### src/rtl/uart_spi_cmd_parser.sv
// rtl/uart_spi_cmd_parser.sv - ASCII {op:addr:data} frame parser producing SPI command requests
module uart_spi_cmd_parser #(
  parameter int ADDR_DIGITS = 3,
  parameter int DATA_DIGITS = 5,
  parameter int N_CH        = 4,
  parameter int CH_W        = 2,
  parameter int LEN_W       = 3,
  parameter int TIMEOUT_CYC = 100000
) (
  input  logic                     i_clk_sys,
  input  logic                     i_rst,
  input  logic [7:0]               i_rx_data,
  input  logic                     i_rx_valid,
  output logic                     o_rx_ready,
  output logic                     o_cmd_valid,
  input  logic                     i_cmd_ready,
  output logic                     o_cmd_wr,
  output logic [CH_W-1:0]          o_cmd_ch,
  output logic [4*ADDR_DIGITS-1:0] o_cmd_addr,
  output logic [4*DATA_DIGITS-1:0] o_cmd_data,
  output logic [LEN_W-1:0]         o_cmd_len,
  output logic                     o_err,
  output logic [2:0]               o_err_code
);

  localparam int AW   = 4 * ADDR_DIGITS;
  localparam int DW   = 4 * DATA_DIGITS;
  localparam int AC_W = $clog2(ADDR_DIGITS + 1);
  localparam int TW   = $clog2(TIMEOUT_CYC + 1);
  localparam logic [AC_W-1:0]  ADDR_MAX = AC_W'(ADDR_DIGITS);
  localparam logic [LEN_W-1:0] DATA_MAX = LEN_W'(DATA_DIGITS);
  localparam logic [TW-1:0]    TMO_MAX  = TW'(TIMEOUT_CYC);

  typedef enum logic [2:0] {S_IDLE, S_OP, S_SEP, S_ADDR, S_DATA, S_ISSUE} state_t;

  state_t           state, nxt_state;
  logic             take, in_frame, err_evt;
  logic [2:0]       err_nxt;
  logic             is_hex, is_lower, is_upper;
  logic [3:0]       nib;
  logic [7:0]       letter_idx;
  logic [AW-1:0]    addr_q;
  logic [DW-1:0]    data_q;
  logic [LEN_W-1:0] len_q;
  logic [AC_W-1:0]  addr_cnt;
  logic             wr_q;
  logic [CH_W-1:0]  ch_q;
  logic [TW-1:0]    tmo_cnt;

  assign take     = i_rx_valid && o_rx_ready;
  assign in_frame = (state == S_OP) || (state == S_SEP) || (state == S_ADDR) || (state == S_DATA);

  // Classify the incoming byte: hex nibble value and op letter index
  always_comb begin
    is_hex = 1'b1;
    nib    = 4'd0;
    if (i_rx_data >= "0" && i_rx_data <= "9")      nib = 4'(i_rx_data - 8'd48);
    else if (i_rx_data >= "a" && i_rx_data <= "f") nib = 4'(i_rx_data - 8'd87);
    else if (i_rx_data >= "A" && i_rx_data <= "F") nib = 4'(i_rx_data - 8'd55);
    else                                           is_hex = 1'b0;
    is_lower   = (i_rx_data >= "a") && (i_rx_data <= "z");
    is_upper   = (i_rx_data >= "A") && (i_rx_data <= "Z");
    letter_idx = is_lower ? (i_rx_data - 8'd97) : (i_rx_data - 8'd65);
  end

  // State register
  always_ff @(posedge i_clk_sys) begin
    if (i_rst) state <= S_IDLE;
    else       state <= nxt_state;
  end

  // Next-state and error detection; any error drops back to IDLE
  always_comb begin
    nxt_state = state;
    err_evt   = 1'b0;
    err_nxt   = 3'd0;
    if (state == S_ISSUE) begin
      if (i_cmd_ready) nxt_state = S_IDLE;
    end else if (take) begin
      if (i_rx_data == "{") begin
        nxt_state = S_OP;
      end else begin
        case (state)
          S_OP: begin
            if (is_lower || is_upper) begin
              if (letter_idx >= 8'(N_CH)) begin err_evt = 1'b1; err_nxt = 3'd2; end
              else nxt_state = S_SEP;
            end else begin
              err_evt = 1'b1; err_nxt = 3'd1;
            end
          end
          S_SEP: begin
            if (i_rx_data == ":") nxt_state = S_ADDR;
            else begin err_evt = 1'b1; err_nxt = 3'd1; end
          end
          S_ADDR: begin
            if (is_hex) begin
              if (addr_cnt == ADDR_MAX) begin err_evt = 1'b1; err_nxt = 3'd3; end
            end else if (i_rx_data == ":") begin
              if (addr_cnt == '0) begin err_evt = 1'b1; err_nxt = 3'd4; end
              else nxt_state = S_DATA;
            end else begin
              err_evt = 1'b1; err_nxt = 3'd1;
            end
          end
          S_DATA: begin
            if (is_hex) begin
              if (len_q == DATA_MAX) begin err_evt = 1'b1; err_nxt = 3'd3; end
            end else if (i_rx_data == "}") begin
              nxt_state = S_ISSUE;
            end else begin
              err_evt = 1'b1; err_nxt = 3'd1;
            end
          end
          default: ;
        endcase
      end
    end else if (in_frame && tmo_cnt == TMO_MAX) begin
      err_evt = 1'b1;
      err_nxt = 3'd5;
    end
    if (err_evt) nxt_state = S_IDLE;
  end

  // Handshake outputs depend only on state
  always_comb begin
    o_rx_ready  = (state != S_ISSUE);
    o_cmd_valid = (state == S_ISSUE);
  end

  // Command fields: cleared on '{', shifted in as digits arrive, frozen in ISSUE
  always_ff @(posedge i_clk_sys) begin
    if (i_rst) begin
      wr_q <= 1'b0; ch_q <= '0; addr_q <= '0; data_q <= '0; len_q <= '0; addr_cnt <= '0;
    end else if (take) begin
      if (i_rx_data == "{") begin
        wr_q <= 1'b0; ch_q <= '0; addr_q <= '0; data_q <= '0; len_q <= '0; addr_cnt <= '0;
      end else begin
        case (state)
          S_OP: if (is_lower || is_upper) begin
            wr_q <= is_lower;
            ch_q <= letter_idx[CH_W-1:0];
          end
          S_ADDR: if (is_hex && addr_cnt != ADDR_MAX) begin
            addr_q   <= (addr_q << 4) | AW'(nib);
            addr_cnt <= addr_cnt + 1'b1;
          end
          S_DATA: if (is_hex && len_q != DATA_MAX) begin
            data_q <= (data_q << 4) | DW'(nib);
            len_q  <= len_q + 1'b1;
          end
          default: ;
        endcase
      end
    end
  end

  // Inter-byte timeout counter, only running while inside a frame
  always_ff @(posedge i_clk_sys) begin
    if (i_rst || take || !in_frame || err_evt) tmo_cnt <= '0;
    else                                        tmo_cnt <= tmo_cnt + 1'b1;
  end

  // Error pulse the cycle after the offending byte; code held until the next error
  always_ff @(posedge i_clk_sys) begin
    if (i_rst) begin
      o_err      <= 1'b0;
      o_err_code <= 3'd0;
    end else begin
      o_err <= err_evt;
      if (err_evt) o_err_code <= err_nxt;
    end
  end

  assign o_cmd_wr   = wr_q;
  assign o_cmd_ch   = ch_q;
  assign o_cmd_addr = addr_q;
  assign o_cmd_data = data_q;
  assign o_cmd_len  = len_q;

endmodule

### config.mk
export PLATFORM = sky130hd
export DESIGN_NAME = uart_spi_cmd_parser
export DESIGN_NICKNAME = d
export VERILOG_FILES = /design/src/rtl/uart_spi_cmd_parser.sv
export SDC_FILE = /design/constraint.sdc
export NUM_CORES = 1
export LEC_CHECK = 0
export CAP_MARGIN = 15
export CORE_MARGIN = 4
export CORE_UTILIZATION = 35
export CTS_CLUSTER_DIAMETER = 40
export DETAILED_ROUTE_END_ITERATION = 12
export SLEW_MARGIN = 10
export SYNTH_ARGS = -nofsm -noshare
export SYNTH_HDL_FRONTEND = slang
export SYNTH_SLANG_ARGS = --single-unit
export TNS_END_PERCENT = 20
### constraint.sdc
create_clock -name i_clk_sys -period 4.3 [get_ports i_clk_sys]
set_input_delay 1.29 -clock i_clk_sys [delete_from_list [all_inputs] [get_ports i_clk_sys]]
set_output_delay 1.29 -clock i_clk_sys [all_outputs]
set_load 0.1 [all_outputs]
# After elaboration in Yosys (flattened, before gate mapping)
# Index checks and enable logic that the tools add are counted.
[op_classes] multipliers=0 bitwise_logic=2 n_eq_ne=23 n_shift=0 mux=68 n_addsub=8 div_mod_pow=0 n_reduce_logical=31 order_cmp=9
[ops] operator="$mux W3" n=24
[ops] operator="$mux W20" n=3
[ops] operator="$mux W12" n=3
[ops] operator="$le A8 B7 Y1 const B" n=4
[ops] operator="$pmux W3 S4" n=2
[ops] operator="$mux W1" n=22
[ops] operator="$or A20 B4 Y20" n=1
[ops] operator="$mux W2" n=9
[ops] operator="$add A17 B1 Y17 const B" n=1
[ops] operator="$eq A17 B17 Y1 const B" n=1
[ops] operator="$eq A8 B7 Y1 const B" n=2
[ops] operator="$ge A8 B7 Y1 const B" n=2
[ops] operator="$ne A4 B2 Y1 const B" n=4
[ops] operator="$sub A8 B7 Y8 const B" n=2
[ops] operator="$reduce_bool A2 Y1" n=7
[ops] operator="$mux W4" n=3
[ops] operator="$or A12 B4 Y12" n=1
[ops] operator="$reduce_and A11 Y1" n=1
[ops] operator="$eq A3 B3 Y1 const B" n=3
[ops] operator="$logic_and A1 B1 Y1" n=9
[ops] operator="$reduce_and A3 Y1" n=3
[ops] operator="$eq A8 B6 Y1 const B" n=1
[ops] operator="$ge A8 B3 Y1 const B" n=1
[ops] operator="$ge A8 B6 Y1 const B" n=1
[ops] operator="other kinds (20)" n=31
[word_totals] memories=0 register_bits=64 inputBits=12 mem_bits_ro=0 mem_bits_rw=0 elab_cells=151 latch_bits=0

# Logic depth before layout (Yosys ltp)
# Gate-level depths: netlist (run 1).
[logic_depth] word_depth=11 mapped_depth=11 mapped_depth_nobuf=9

# Worst setup path after synthesis (run 1)
# Ideal clock, no wire load.
[synth_timing] path_kind="input to register" from="in i_rx_data[1]" to="reg o_err_code[2]" slack_ns=0.523 arrival_time_ns=3.656 stages=10 cell_sequence="clkbuf_1 inv_1 ha_1 nor3b_1 and2_1 a2111oi_2 nor3_1 a211o_1 a211oi_1 mux2_2"
[synth_between] elab_chain_len=10
[synth_rtl] element="start, declared" line_no="12" rtl="input logic [7:0] i_rx_data,"
[synth_rtl] element="$ge A8 B7 Y1, or another cell as far along" line_no="58, 61"
[synth_rtl] element="$logic_and A1 B1 Y1 (on tied branches)" line_no="61, 59"
[synth_rtl] element="$mux W8 or $mux W1 (tied branches)" line_no="63, 59"
[synth_rtl] element="$ge A8 B3 Y1 or $mux W1 (tied branches)" line_no="86, 58"
[synth_rtl] element="$mux W1 (on tied branches)" line_no="86, 57"
[synth_rtl] element="$mux W1, or another cell as far along" line_no="85" rtl="if (is_lower || is_upper) begin"
[synth_rtl] element="$pmux W1 S4 or $pmux W3 S4 (tied branches)" line_no="83" rtl="case (state)"
[synth_rtl] element="$mux W1 or $mux W3 (tied branches)" line_no="80" rtl="if (i_rx_data == \"{\") begin"
[synth_rtl] element="$mux W1 or $mux W3 (tied branches)" line_no="79" rtl="end else if (take) begin"
[synth_rtl] element="$mux W1 or $mux W3 (tied branches)" line_no="77" rtl="if (state == S_ISSUE) begin"
[synth_rtl] element="end signal, assigned" line_no="171" rtl="if (err_evt) o_err_code <= err_nxt;"
[synth_rtl] element="end, declared" line_no="23" rtl="output logic [2:0] o_err_code"
# Several ways; a longest one is shown, not always the timed one.
# A chain may end at the register's enable or synchronous reset.

# Worst setup path in the final report (run 1)
# Same ends and word-level chain as after synthesis.

==> impl_table.tex, run 1 <==
\begin{tabular}{lr}
\hline
Metric & Value \\
\hline
\multicolumn{2}{l}{\textbf{Setup path}} \\
Worst setup EP type & flip-flop \\
R2R setup slack & 1700 ps \\
Highest net fanout along the worst path & 7 \\
Worst EP required & about 4500 ps \\
Type of the worst setup path & in2reg \\
Critical Path AT & 4090 ps \\
Worst Setup Start Kind & input port \\
\multicolumn{2}{l}{\textbf{Floorplan}} \\
Starting utilization of the core area & a little over a third \\
Area of the die & 0.01157 mm² \\
Row count & 36 \\
Total I/O pin count & between 50 and 60 \\
Die width & 107.5 µm \\
Core outline area & 0.009729 mm² \\
Die Ht & 107.5 µm \\
\multicolumn{2}{l}{\textbf{Final layout}} \\
Synth-to-layout area growth & 28.10\% \\
Area of all placed cells without fillers & about 0.0044 mm² \\
Number of cells in the finished layout apart from fillers & 641 \\
Fraction of final layout cells with drive strength greater than 1 & 9.843\% \\
Number of fill cells in the layout & between 900 and 1000 \\
Final Net Count & approximately 530 \\
ANT cells & 0 \\
\multicolumn{2}{l}{\textbf{Clocking}} \\
Clk sinks & 64 \\
Clock edge transition at the registers on the reported setup and hold paths & 80 ps \\
CTS root buffer & clkbuf\_8 \\
CTS tree & done \\
Number of H-tree levels & 3 \\
Resize count post-CTS & 0 \\
Post-CTS Setup Repair Bufs & 0 \\
Hold buffers post-CTS & 0 \\
Number of buffers added by the clock tree synthesis step & 9 \\
Maximum root-to-sink buffer count & 2 \\
Clock latency at the later pin of the worst-skew pair & 340 ps \\
\multicolumn{2}{l}{\textbf{Routing}} \\
Residual DRC count & 0 \\
Residual antenna-violating net count after detailed routing & 0 \\
Average via count per standard cell & 5.133 \\
Violation count after the first detailed-routing iteration & 304 \\
Average routed wire per standard cell & 13.76 µm \\
Post-detailed-routing wire length & 8823 µm \\
Via count & between 3000 and 4000 \\
Number of search-and-repair iterations in the first detailed-routing pass & 4 \\
\multicolumn{2}{l}{\textbf{Placed design}} \\
Count of port buffers added during placement & 55 \\
Cells after DPL & 625 \\
Half-perimeter wire length after detailed placement & approximately 6300 µm \\
Area of placed instances & 0.004239 mm² \\
Final estimated routing congestion in global placement & 0.8757 \\
\multicolumn{2}{l}{\textbf{GRT}} \\
Sum of overflow across all layers after global routing & 0 \\
Maximum number of pins on one net before global-route repair & 46 \\
Number of antenna violations at the first check in global routing & 0 \\
GR Util All Layers & 15.43\% \\
Number of global-route vias before repair & 3052 \\
Global-route wire length before repair & between 10000 and 15000 µm \\
\multicolumn{2}{l}{\textbf{Synth}} \\
Cell area after synthesis & between 0.003 and 0.004 mm² \\
Portion of the post-synthesis area used by sequential elements & a little under two fifths \\
Fraction of synthesis flops using an asynchronous set or reset pin & 0\% \\
Number of distinct library cells after synthesis & 57 \\
Total number of yosys warnings & 0 \\
Fraction of synthesized cell area taken by the top area cell type & about 37\% \\
Count of flip-flops with a built-in enable after synthesis & 0 \\
Most common flop cell mapped by yosys & dfxtp\_1 \\
Number of nets in the synthesized netlist & 464 \\
Gate count of the mapped netlist & 442 \\
Top post-synthesis cells by area & dfxtp\_1 (37\%), nand3\_1 (6.3\%), nor2\_1 (6.0\%) \\
Average size of a mapped cell & 7.847 µm² \\
Number of flip-flops and latches in the synthesized netlist & 64 \\
Post-synthesis cell type with the largest combined area & dfxtp\_1 \\
\multicolumn{2}{l}{\textbf{Timing}} \\
Worst max-slew margin expressed relative to the limit & between 30 and 40\% \\
Slew at the pin closest to its max-slew limit & 991.3 ps \\
Final-report max-slew violation count & 0 \\
Maximum clock skew at final layout & 9.669 ps \\
Minimum period implied by the final worst setup slack & $\sim$3900 ps \\
Final hold violations & 0 \\
Setup repair after global routing missed its margin & no \\
Maximum frequency from static timing analysis & between 200 and 300 MHz \\
Final setup violation count & 0 \\
Fin crit share & 89.74\% \\
Setup TNS after final layout & 0 ps \\
Worst hold margin & around 460 ps \\
\multicolumn{2}{l}{\textbf{Power}} \\
Power per cell area & 272.2 mW/mm² \\
Switch Pwr & roughly 300 µW \\
Proportion of total power due to net switching & 24.60\% \\
Sequential cell fraction of total power & between 40\% and 50\% \\
Overall power & around 1200 µW \\
LEAKAGE & 0.001614 µW \\
Internal Power & 911.7 µW \\
Share of power burned in the clock network & 44.0\% \\
Power share of the combinational group & 7.0\% \\
Maximum ir drop on the vdd rail & 160.2 µV \\
\multicolumn{2}{l}{\textbf{Status}} \\
Status & finished clean \\
\multicolumn{2}{l}{\textbf{Worst hold path}} \\
Hold Path Class & reg2reg \\
\multicolumn{2}{l}{\textbf{Run}} \\
Max\_cap viols & 0 \\
\hline
\end{tabular}
logic make-up after synthesis:
| group | share of synthesized area, % |
|---|---|
| AO/OA/AOI/OAI | 17.06 |
| buffers and inverters | 4.762 |
| AND/OR/NAND/NOR | 29.33 |
| XOR/XNOR | 4.798 |
| multiplexers | 3.499 |
| adder cells (fa/ha/maj) | 3.608 |
| flip-flops | 36.94 |
stage by stage:
step                      utilization [%]  worst slack, ps
final                               45.67            441.0
after global routing                45.67            269.3
after CTS                           45.67            465.1
after detailed placement            43.57            112.8
after global placement              43.57            208.0
after floorplan                         -            523.3
synth_stat cells (9+ instances only):
cell	number
nand2_1	54
dfxtp_1	64
buf_2	9
mux2i_1	11
nand3_1	44
nor2_1	55
ha_1	10
nand4_1	10
a21oi_1	36
inv_1	15
xnor2_1	15
clkbuf_1	14
flip-flops by register name (all words and copies together), names as in the netlist:
| signal | flops |
|---|---|
| addr_cnt | 2 |
| o_cmd_wr | 1 |
| state | 3 |
| o_cmd_ch | 2 |
| o_err | 1 |
| o_cmd_len | 3 |
| o_cmd_addr | 12 |
| tmo_cnt | 17 |
| o_cmd_data | 20 |
| o_err_code | 3 |
metal layers:
layer	global-route usage [%]	vias to the layer above	part of all wire (%)
li1	-	1685	-
met5	0	-	0
met4	3.246	0	0.88
met1	20.29	1536	48
met2	25.80	59	46
met3	3.599	10	4.5
critical path: stages:
cell,delay (ps)
clkdlybuf4s50_1,470
inv_1,70
ha_1,260
nor3b_1,200
and2_1,190
a2111o_1,480
a21oi_2,190
o21ai_1,120
a211oi_1,430
mux2_2,380
placed cells by master, fill, tap and decap left out, types with 5 or more instances in the layout:
cell	instances
nand3_1	44
xnor2_1	15
mux2i_1	11
nand2_1	54
clkbuf_8	10
and3_1	6
buf_4	21
nand4_1	10
a21oi_1	36
ha_1	10
nor3_1	7
inv_1	15
clkdlybuf4s50_1	53
nor2b_1	5
o21ai_0	8
dfxtp_1	64
nor2_1	55
and2_1	6
path summary, 6_finish.rpt:
path                                 endpoint           from  depth (start not counted)
worst min-delay path            o_cmd_addr[6]  o_cmd_addr[2]                          2
worst min register to register  o_cmd_addr[6]  o_cmd_addr[2]                          2
worst max register to register       state[1]    addr_cnt[0]                          9
worst max-delay path            o_err_code[2]   i_rx_data[1]                         10
power groups by stage:
| stage | Clock (µW) | Combinational [µW] | Sequential [µW] |
|---|---|---|---|
| floorplan | 0 | 50.9 | 606 |
| global placement | 0 | 85.0 | 606 |
| detailed placement | 0 | 84.1 | 606 |
| CTS | 548 | 84.5 | 592 |
| global route | 571 | 92.9 | 592 |
| finish | 532 | 84.8 | 592 |
final cells by class:
| class | instances | area, µm² | area share [%] |
|---|---|---|---|
| multi-input cells | 338 | 2027 | 45.62 |
| flip-flops and latches | 64 | 1281 | 28.84 |
| repair buffers | 75 | 708.2 | 15.94 |
| well taps | 133 | 166.4 | 3.745 |
| clock buffers | 10 | 137.6 | 3.098 |
| clock inverters | 6 | 66.31 | 1.493 |
| inverters | 15 | 56.30 | 1.267 |
No activity file was read; power rests on OpenSTA's default activity.
==> inputs of run 2 (changes only) <==
Settings changed: CTS_CLUSTER_DIAMETER 40 to unset.
==> results of run 2 <==
No change in the layout: final DEF, timing and power equal those of run 1.
